$ cat config.mk
export PLATFORM = sky130hd
export DESIGN_NAME = exe_hazard_fwd_ctrl
export DESIGN_NICKNAME = d
export VERILOG_FILES = /design/src/rtl/exe_hazard_fwd_ctrl.sv
export SDC_FILE = /design/constraint.sdc
export NUM_CORES = 1
export LEC_CHECK = 0
export CAP_MARGIN = 40
export CORE_MARGIN = 1
export CORE_UTILIZATION = 41
export CTS_CLUSTER_SIZE = 30
export DETAILED_ROUTE_END_ITERATION = 10
export SLEW_MARGIN = 0
export SYNTH_ARGS = -nofsm -noshare
export SYNTH_HDL_FRONTEND = slang
export SYNTH_SLANG_ARGS = --single-unit
$ cat constraint.sdc
create_clock -name clk -period 4.65 [get_ports clk]
set_clock_uncertainty 0.2 [all_clocks]
set_input_delay 0.6975 -clock clk [delete_from_list [all_inputs] [get_ports clk]]
set_output_delay 0.6975 -clock clk [all_outputs]
set_load 0.1 [all_outputs]
$ cat src/rtl/exe_hazard_fwd_ctrl.sv
// EXE-stage operand forwarding, load-use/RAW stall, branch flush and
// data-memory freeze control, driven by a shadow copy of E/M/W dests.
module exe_hazard_fwd_ctrl #(
    parameter int REG_W = 4,
    parameter int CNT_W = 16
) (
    input  logic             clk,
    input  logic             rst,
    input  logic             fwd_en,
    input  logic             id_valid,
    input  logic [REG_W-1:0] id_src1,
    input  logic [REG_W-1:0] id_src2,
    input  logic             id_use1,
    input  logic             id_use2,
    input  logic [REG_W-1:0] id_dest,
    input  logic             id_wb_en,
    input  logic             id_mem_r,
    input  logic             id_mem_acc,
    input  logic             br_taken,
    input  logic             mem_ready,
    output logic [1:0]       sel_src1,
    output logic [1:0]       sel_src2,
    output logic             hazard_stall,
    output logic             mem_freeze,
    output logic             flush,
    output logic [CNT_W-1:0] stall_cnt
);

    typedef struct packed {
        logic             valid;
        logic [REG_W-1:0] dest;
        logic             wb_en;
        logic             mem_r;
        logic             mem_acc;
        logic [REG_W-1:0] src1;
        logic [REG_W-1:0] src2;
        logic             use1;
        logic             use2;
    } stage_rec_t;

    stage_rec_t e_q, e_d;
    stage_rec_t m_q, m_d;
    stage_rec_t w_q, w_d;
    stage_rec_t id_rec;
    logic [CNT_W-1:0] cnt_q, cnt_d;

    logic id_hit_e;
    logic id_hit_m;
    logic load_use;
    logic raw_haz;

    // A producer in M that is a load is never a forwarding source.
    function automatic logic [1:0] fwd_sel(
        input logic             en,
        input stage_rec_t       e,
        input stage_rec_t       m,
        input stage_rec_t       w,
        input logic [REG_W-1:0] src,
        input logic             use_src
    );
        logic [1:0] sel;
        sel = 2'd0;
        if (en && e.valid && use_src) begin
            if (m.valid && m.wb_en && !m.mem_r && m.dest == src)
                sel = 2'd1;
            else if (w.valid && w.wb_en && w.dest == src)
                sel = 2'd2;
        end
        return sel;
    endfunction

    always_comb begin
        id_rec         = '0;
        id_rec.valid   = id_valid;
        id_rec.dest    = id_dest;
        id_rec.wb_en   = id_wb_en;
        id_rec.mem_r   = id_mem_r;
        id_rec.mem_acc = id_mem_acc;
        id_rec.src1    = id_src1;
        id_rec.src2    = id_src2;
        id_rec.use1    = id_use1;
        id_rec.use2    = id_use2;

        id_hit_e = (id_use1 && id_src1 == e_q.dest)
                 || (id_use2 && id_src2 == e_q.dest);
        id_hit_m = (id_use1 && id_src1 == m_q.dest)
                 || (id_use2 && id_src2 == m_q.dest);

        load_use = id_valid && e_q.valid && e_q.mem_r
                 && e_q.wb_en && id_hit_e;
        raw_haz  = id_valid
                 && ((e_q.valid && e_q.wb_en && id_hit_e)
                  || (m_q.valid && m_q.wb_en && id_hit_m));

        mem_freeze   = m_q.valid && m_q.mem_acc && !mem_ready;
        hazard_stall = (fwd_en ? load_use : raw_haz)
                     && !br_taken && !mem_freeze;
        flush        = br_taken && !mem_freeze;

        sel_src1 = fwd_sel(fwd_en, e_q, m_q, w_q, e_q.src1, e_q.use1);
        sel_src2 = fwd_sel(fwd_en, e_q, m_q, w_q, e_q.src2, e_q.use2);
    end

    always_comb begin
        e_d = e_q;
        m_d = m_q;
        w_d = w_q;
        if (!mem_freeze) begin
            w_d = m_q;
            m_d = e_q;
            e_d = (hazard_stall || flush) ? '0 : id_rec;
        end
        cnt_d = cnt_q;
        if ((hazard_stall || mem_freeze) && cnt_q != {CNT_W{1'b1}})
            cnt_d = cnt_q + CNT_W'(1);
    end

    always_ff @(posedge clk or negedge rst) begin
        if (!rst) begin
            e_q   <= '0;
            m_q   <= '0;
            w_q   <= '0;
            cnt_q <= '0;
        end else begin
            e_q   <= e_d;
            m_q   <= m_d;
            w_q   <= w_d;
            cnt_q <= cnt_d;
        end
    end

    assign stall_cnt = cnt_q;

endmodule

==> summary.md, run 1 <==
| Metric | Value |
|---|---|
| Max clock buf depth | `2` |
| Die height | `81.2 um` |
| Critical Path AT | `2.94 ns` |
| Ys flop type | `dfrtp_1` |
| DR DRC count | `0` |
| Share of the synthesized area in the top cell type | `46.7%` |
| P_int | `0.000689 W` |
| Max VDD drop | `0.262 mV` |
| Post-synth cell types | `43` |
| CTS tree | `built` |
| Post-synth top area cell | `dfrtp_1` |
| Least-Margin Pin Slew | `0.810 ns` |
| Initial antenna violation count | `0` |
| GPL Wtd Cong | `0.828` |
| Worst path cell trace | `clkdlybuf4s50_1 > inv_2 > o211ai_1 > or4_4 > a311oi_1 > and2_1 > buf_12` |
| P_sw | `0.000295 W` |
| Setup TNS Final | `0 ns` |
| Number of global-route vias before repair | `1908` |
| Post-Synthesis Cell Area | `2570 um^2` |
| Ports | `46` |
| Largest cells by area after synthesis | `dfrtp_1 (47%), xnor2_1 (7.5%), xor2_1 (6.1%)` |
| Rel. slew slack | `45.8%` |
| Final core occ | `56.9%` |
| Asr flop ratio synth | `100%` |
| Clock sinks | `48` |
| Syn Area/Cell | `10.5 um^2` |
| RSZ-0062 raised after global routing | `no` |
| Final slew viol count | `0` |
| Post-route ant nets | `0` |
| Crit path buf inv count | `3` |
| Most frequent cells in the layout | `dfrtp_1 (48), nand2_1 (40), clkdlybuf4s50_1 (37)` |
| Clk slew on worst S/H paths | `0.09 ns` |
| Final WS setup | `0.808 ns` |
| Clk_lat worst skew | `0.30 ns` |
| Post-synthesis register bit count | `48` |
| # rows | `28` |
| Critical Path RT | `3.75 ns` |
| Sw Share | `30.0%` |
| Crit path max-delay family | `simple AND/OR/NAND/NOR gates` |
| Slowest-stage cell, CP | `or4_4` |
| P&R area growth vs syn | `32.5%` |
| Final WL | `5960 um` |
| Drt pass-1 iters | `4` |
| Final hold vios | `0` |
| Fill count | `531` |
| Min-Delay Path Class | `input pin to asynchronous set/reset pin` |
| Total of max-cap violations | `0` |
| Max incr delay on CP | `0.59 ns` |
| Root Buffer Master | `clkbuf_8` |
| Initial cell density of the core | `43.0%` |
| Post-place setup slack | `0.807 ns` |
| Logic pwr share | `20.5%` |
| CP Launch Type | `input pin` |
| Post-synth EDFFs | `0` |
| Vias/cell | `5.34` |
| FF-to-FF setup slack | `1.98 ns` |
| DIE WIDTH | `81.2 um` |
| Sequential element share of the synthesized area | `46.7%` |
| Mapped Cells | `245` |
| Layout cells sized above 1 | `16.3%` |
| CP Class | `input pin to output pin` |
| I/O Buffers | `45` |
| Fin crit share | `82.6%` |
| Max Fclk | `260 MHz` |
| Hold Buf Count CTS | `0` |
| Total CTS buffers | `5` |
| Setup-failing EPs final | `0` |
| Nets | `330` |
| Commonest non-fill, non-tap cell in the layout | `dfrtp_1` |
| Placed cell area | `3300 um^2` |
| GRT Util Overall | `19.7%` |
| Initial DRC Count | `110` |
| Reg power frac | `48.4%` |
| PostCTS Resize Cnt | `0` |
| DR WL/cell | `15.6 um` |
| Core Box Area | `5990 um^2` |
| Htree depth | `2` |
| Status | `completed` |
| Dpl hpwl | `4210 um` |
| Number of synthesis warnings | `0` |
| Design Area, Final | `3410 um^2` |
| Leakage power total | `1.54 nW` |
| CP endpoint kind | `output pin` |
| Global-route wire length before repair | `9580 um` |
| N_diodes | `0` |
| Congestion Overflow GR | `0` |
| Clk network pwr share | `31.1%` |
| Post-layout min period | `3.84 ns` |
| # Post-CTS Setup Buffers | `0` |
| P per Cell Area | `288 nW/um^2` |
| CP Max Fanout | `6` |
| Syn_nets | `269` |
| Vias after detailed routing | `2041` |
| Largest net degree at the start of global routing | `49` |
| Hold WS | `0.277 ns` |
| Die area | `6600 um^2` |
-- per-layer routing --
layer	GRT usage, %	routed length [um]
met1	28.3	2930
met4	7.50	90
met3	4.72	330
met5	0	0
met2	28.4	2610
-- stage by stage --
| stage | power, W | instances |
|---|---|---|
| after global placement | 0.000662 | 358 |
| after detailed placement | 0.000689 | 374 |
| after CTS | 0.000990 | 382 |
| after floorplan | 0.000601 | 245 |
| final | 0.000984 | 382 |
| after global routing | 0.00103 | 382 |
-- Yosys cell counts (4+ instances only) --
| library cell | n |
|---|---|
| xor2_1 | 18 |
| a22o_1 | 17 |
| dfrtp_1 | 48 |
| xnor2_1 | 22 |
| and3_1 | 7 |
| nor4_1 | 6 |
| nor2_1 | 8 |
| a31oi_1 | 5 |
| nand2_1 | 40 |
| nand3_1 | 9 |
| and2_1 | 4 |
| inv_1 | 4 |
| clkbuf_1 | 5 |
| nand4_1 | 8 |
-- state kept, by name, summed over array words and instances (netlist names) --
signal and cells:
stall_cnt 16, w_q 6, e_q 18, m_q 8
-- area by class of cell --
type	instances	area, um^2	area share, %
clock buffers	6	72.6	2.13
clock inverters	2	35.0	1.03
inverters	6	22.5	0.660
multi-input cells	180	1270	37.4
flip-flops and latches	48	1200	35.2
well taps	75	93.8	2.75
repair buffers	65	711	20.8
-- path summary, 6_finish.rpt --
kind                       cells after the start      endpoint  startpoint
min in group clk                               2       w_q[12]     w_q[12]
hold / removal                                 2       e_q[13]         rst
max in group asynchronous                      2  stall_cnt[8]         rst
setup / recovery                               7  hazard_stall      fwd_en
hold reg to reg                                2       w_q[12]     w_q[12]
setup reg to reg                               7  stall_cnt[1]     m_q[16]
-- cell families after synthesis --
logic type,Yosys count,synth area share (%)
and+or+nand+nor,98,20.4
DFF,48,46.7
xor gates and xnor gates,41,14.2
AOI/OAI and AO/OA,37,13.1
buffers and inverters,17,3.79
muxes,3,1.31
adders and majority gates,1,0.486
-- power by group through the flow --
stage / logic (W) / clock network [W] / registers [W]
5_1_grt: 0.000218 / 0.000329 / 0.000481
4_1_cts: 0.000204 / 0.000310 / 0.000477
6_report: 0.000202 / 0.000306 / 0.000477
3_3_place_gp: 0.000178 / 0 / 0.000484
3_5_place_dp: 0.000204 / 0 / 0.000485
2_1_floorplan: 0.0000766 / 0 / 0.000524
(Power assumes the default switching activity.)
==> inputs of run 2 (changes only) <==
- PLACE_DENSITY: unset -> 0.67
- clock period: 4.65 -> 3.17 ns (I/O delays scaled with it)
==> summary.md, run 2 (synthesized netlist as in run 1, its figures left out) <==
| Metric | Value |
|---|---|
| Die area | `6600 um^2` |
| Post-route ant nets | `0` |
| Hold WS | `0.275 ns` |
| DIE WIDTH | `81.2 um` |
| Setup-failing EPs final | `0` |
| Critical Path RT | `2.49 ns` |
| Total CTS buffers | `5` |
| Commonest non-fill, non-tap cell in the layout | `dfrtp_1` |
| GRT Util Overall | `19.4%` |
| # rows | `28` |
| Largest net degree at the start of global routing | `31` |
| P_sw | `0.000423 W` |
| Vias/cell | `5.28` |
| P_int | `0.000913 W` |
| Clk slew on worst S/H paths | `0.09 ns` |
| Layout cells sized above 1 | `21.5%` |
| Clk network pwr share | `27.1%` |
| Final Power | `0.00134 W` |
| Post-layout min period | `3.10 ns` |
| DR DRC count | `0` |
| Initial DRC Count | `90` |
| Number of global-route vias before repair | `1945` |
| Max clock buf depth | `2` |
| Min-Delay Path Class | `flip-flop to flip-flop` |
| I/O Buffers | `45` |
| Ports | `46` |
| Worst path cell trace | `clkdlybuf4s50_1 > xnor2_1 > nand4_1 > or3_4 > a311oi_4 > and2_4 > buf_12` |
| GR Util met1 | `26.7%` |
| # Post-CTS Setup Buffers | `0` |
| Die height | `81.2 um` |
| FF+latch area | `1200 um^2` |
| Most frequent cells in the layout | `dfrtp_1 (48), nand2_1 (40), buf_4 (31)` |
| Global-route wire length before repair | `9660 um` |
| Leakage power total | `1.55 nW` |
| CP Launch Type | `input pin` |
| Htree depth | `2` |
| Gr busiest metal | `met2` |
| Critical Path AT | `2.42 ns` |
| CTS tree | `built` |
| Slowest-stage cell, CP | `clkdlybuf4s50_1` |
| Initial antenna violation count | `0` |
| Max incr delay on CP | `0.55 ns` |
| Nets | `325` |
| Rel. slew slack | `47.2%` |
| Logic pwr share | `20.6%` |
| N_diodes | `0` |
| P per Cell Area | `404 nW/um^2` |
| Met3 Use GR | `3.60%` |
| Area of the multi-input gates | `1310 um^2` |
| Fin crit share | `97.8%` |
| Max FFs per register | `18` |
| RSZ-0062 raised after global routing | `no` |
| P&R area growth vs syn | `28.4%` |
| Final hold vios | `0` |
| Initial cell density of the core | `43.0%` |
| Design Area, Final | `3310 um^2` |
| Vias after detailed routing | `1991` |
| Total of max-cap violations | `0` |
| Dpl hpwl | `4270 um` |
| CP Class | `input pin to output pin` |
| CP endpoint kind | `output pin` |
| Final slew viol count | `0` |
| GR Util met2 | `31.8%` |
| Core Box Area | `5990 um^2` |
| Max Fclk | `323 MHz` |
| Congestion Overflow GR | `0` |
| Sw Share | `31.7%` |
| Clock sinks | `48` |
| Status | `completed` |
| Root Buffer Master | `clkbuf_8` |
| Placed cell area | `3160 um^2` |
| Drt pass-1 iters | `4` |
| Final core occ | `55.2%` |
| Fill count | `536` |
| Final WL | `5790 um` |
| CP Max Fanout | `3` |
| Max VDD drop | `0.542 mV` |
| Clk_lat worst skew | `0.30 ns` |
| Reg power frac | `52.3%` |
| DR WL/cell | `15.4 um` |
| GPL Wtd Cong | `0.813` |
| Least-Margin Pin Slew | `0.790 ns` |
| Largest Register | `e_q` |
[run 2: changes by cell type in the layout (fill, tap and decap cells not counted), sizes merged]
cell / previous run / this run
buf: 28 / 38
bufinv: 1 / 0
clkdlybuf4s50: 37 / 18
clkinvlp: 0 / 1
dlygate4sd3: 0 / 1
dlymetal6s2s: 0 / 3
[run 2: power groups by stage]
stage	clock, W	combinational [W]	sequential [W]
after floorplan	0	0.000112	0.000769
after global placement	0	0.000267	0.000710
after detailed placement	0	0.000273	0.000711
after CTS	0.000375	0.000277	0.000699
after global routing	0.000406	0.000294	0.000706
final	0.000363	0.000275	0.000699
[run 2: area by class of cell]
type	count	area share (%)
Multi-Input combinational cell	180	39.7
Sequential cell	48	36.3
Timing Repair Buffer	60	17.7
Tap cell	75	2.84
Clock buffer	6	2.20
Inverter	6	0.681
Clock inverter	2	0.492
[run 2: per-layer routing]
| metal | wire length (um) | share of wire [%] |
|---|---|---|
| met3 | 230 | 4.0 |
| met4 | 15 | 0.26 |
| met5 | 0 | 0 |
| met2 | 2780 | 48 |
| met1 | 2760 | 48 |
[run 2: per-stage QoR]
stage | setup TNS, ns | setup WS (ns) | cells
final | 0 | 0.0705 | 377
after global routing | 0 | 0.00703 | 377
after CTS | 0 | 0.00990 | 377
after detailed placement | -0.116 | -0.116 | 368
after global placement | -0.0591 | -0.0591 | 367
after floorplan | 0 | 0.130 | 245
[run 2: final timing paths]
| kind | slack (ns) | start | depth (start not counted) | end |
|---|---|---|---|---|
| worst max-delay path | 0.07 | id_src2[0] | 7 | hazard_stall |
| worst min-delay path | 0.27 | e_q[10] | 1 | m_q[10] |
| worst max register to register | 0.45 | m_q[13] | 8 | e_q[14] |
| worst min register to register | 0.27 | e_q[10] | 1 | m_q[10] |
| max in group asynchronous | 1.81 | rst | 3 | stall_cnt[11] |
| min in group asynchronous | 0.46 | rst | 2 | e_q[8] |
[run 2: what timing repair did]
action                     4_1_cts  5_1_grt
cloned                           0        0
pin swaps                        0        2
hold endpoints to repair        18        0
resized for setup                4        5
setup endpoints to repair        1        1
hold buffers                     1        0
[run 2: worst max-delay path, delay by kind of cell]
kind                   cells  cell delay (ns)
XOR/XNOR                   1             0.14
AO/OA/AOI/OAI              1             0.34
buffers and inverters      2             0.71
AND/OR/NAND/NOR            3             0.75
==> inputs of run 3 (changes only) <==
- CTS_CLUSTER_SIZE: 30 -> unset
- PLACE_DENSITY: 0.67 -> unset
- SETUP_SLACK_MARGIN: unset -> 0.1
- clock period: 3.17 -> 3.6 ns (I/O delays scaled with it)
==> summary.md, run 3 (synthesized netlist as in run 1, its figures left out) <==
| Metric | Value |
|---|---|
| Status | `completed` |
| Crit path max-delay family | `simple AND/OR/NAND/NOR gates` |
| Max clock buf depth | `2` |
| Global-route wire length before repair | `9860 um` |
| CP Max Fanout | `3` |
| CP endpoint kind | `output pin` |
| Crit. path cell count | `7` |
| RSZ-0062 raised after global routing | `no` |
| Largest net degree at the start of global routing | `23` |
| Htree depth | `2` |
| CP Class | `input pin to output pin` |
| Layout cells sized above 1 | `17.4%` |
| Vias/cell | `5.22` |
| Design Area, Final | `3500 um^2` |
| Max Fclk | `301 MHz` |
| Hold WS | `0.00267 ns` |
| Slowest-stage cell, CP | `clkdlybuf4s50_1` |
| CTS tree | `built` |
| DR DRC count | `0` |
| Clock sinks | `48` |
| Fin crit share | `92.4%` |
| # Post-CTS Setup Buffers | `0` |
| Number of global-route vias before repair | `1968` |
| Final slew viol count | `0` |
| Die height | `81.2 um` |
| Worst R2R Path Depth | `6` |
| Hold Buf Count CTS | `0` |
| Critical Path RT | `2.86 ns` |
| # rows | `28` |
| Die area | `6600 um^2` |
| Commonest non-fill, non-tap cell in the layout | `dfrtp_1` |
| Worst Setup SP | `id_src2[1]` |
| Leakage power total | `1.58 nW` |
| Total CTS buffers | `5` |
| Max incr delay on CP | `0.55 ns` |
| GRT Util Overall | `19.9%` |
| Initial antenna violation count | `0` |
| Final core occ | `58.4%` |
| Congestion Overflow GR | `0` |
| FF-to-FF setup slack | `1.03 ns` |
| Initial cell density of the core | `43.0%` |
| Nets | `334` |
| Largest Register | `e_q` |
| Reg2Reg Capture Point | `stall_cnt[1]` |
| Initial DRC Count | `106` |
| Final hold vios | `0` |
| Rel. slew slack | `47.9%` |
| Dpl hpwl | `4420 um` |
| I/O Buffers | `45` |
| Ports | `46` |
| Least-Margin Pin Slew | `0.780 ns` |
| Max VDD drop | `0.361 mV` |
| Post-layout min period | `3.32 ns` |
| Final WL | `5840 um` |
| Total of max-cap violations | `0` |
| P per Cell Area | `350 nW/um^2` |
| Post-route ant nets | `0` |
| Clk slew on worst S/H paths | `0.08 ns` |
| Core Box Area | `5990 um^2` |
| CP Launch Type | `input pin` |
| Setup-failing EPs final | `0` |
| Placed cell area | `3400 um^2` |
| Clk_lat worst skew | `0.30 ns` |
| Max FFs per register | `18` |
| GPL Wtd Cong | `0.805` |
| Drt pass-1 iters | `4` |
| Min-Delay Path Class | `input pin to asynchronous set/reset pin` |
| DIE WIDTH | `81.2 um` |
| Crit path buf inv count | `2` |
| P&R area growth vs syn | `36.0%` |
| Setup TNS Final | `0 ns` |
| Vias after detailed routing | `2009` |
| DR WL/cell | `15.2 um` |
| Worst path cell trace | `clkdlybuf4s50_1 > xnor2_1 > nand4_1 > or3_1 > a311oi_1 > and2_1 > buf_12` |
| Critical Path AT | `2.58 ns` |
| R2r startpoint | `m_q[16]` |
| N_diodes | `0` |
| Critical Path End | `hazard_stall` |
| Most frequent cells in the layout | `dfrtp_1 (48), nand2_1 (40), clkdlybuf4s50_1 (37)` |
| PostCTS Resize Cnt | `0` |
| Root Buffer Master | `clkbuf_8` |
-- run 3: cell count changes in the layout (fill, tap and decap cells not counted), moves of 2 or more --
cell and change:
buf_4 -22, clkdlybuf4s50_1 +19, buf_8 +16, dlymetal6s2s_1 -3, clkbuf_8 +2
-- run 3: how the worst min path moves through the flow --
stage	startpoint	endpoint	slack (ns)	cells after the start
2_1_floorplan	rst	e_q[0]	0.04	0
3_3_place_gp	e_q[10]	m_q[10]	0.25	1
3_5_place_dp	e_q[10]	m_q[10]	0.25	1
4_1_cts	rst	stall_cnt[7]	0.01	1
5_1_grt	rst	e_q[13]	0.02	1
6_report	rst	stall_cnt[9]	0.003	1
-- run 3: worst register-to-register path: stages, from the launching register on --
cell	delay, ns
dfrtp_1	0.50
xor2_1	0.21
nor4_1	0.37
a32oi_2	0.22
a41oi_4	0.40
and2_4	0.26
mux2_1	0.31
-- run 3: through the flow --
stage,power (W),setup slack (ns),std cells
after floorplan,0.000776,0.431,245
after global placement,0.000859,0.274,361
after detailed placement,0.000897,0.293,378
after CTS,0.00124,0.253,385
after global routing,0.00129,0.102,385
final,0.00122,0.275,385
-- run 3: per-layer routing --
metal / share of wire [%] / GRT usage (%) / routed length, um / vias up
li1: - / - / - / 1001
met1: 50 / 29.2 / 2910 / 950
met2: 44 / 29.1 / 2580 / 47
met3: 4.1 / 3.93 / 237 / 11
met4: 1.9 / 7.14 / 111 / 0
met5: 0 / 0 / 0 / -
-- run 3: power by group --
part / leakage [nW] / internal (W) / total [W] / switching [W]
Clock: 0.0503 / 0.000171 / 0.000341 / 0.000170
Sequential: 0.629 / 0.000572 / 0.000616 / 0.0000441
Combinational: 0.898 / 0.000118 / 0.000267 / 0.000149
Total: 1.58 / 0.000861 / 0.00122 / 0.000363
-- run 3: area by class of cell --
class                      count  area (um^2)
fill                         512         2490
inverter                       6         22.5
multi-input combinational    180         1270
timing repair buffer          69          811
sequential                    48         1200
clock buffer                   7         96.3
tap                           75         93.8
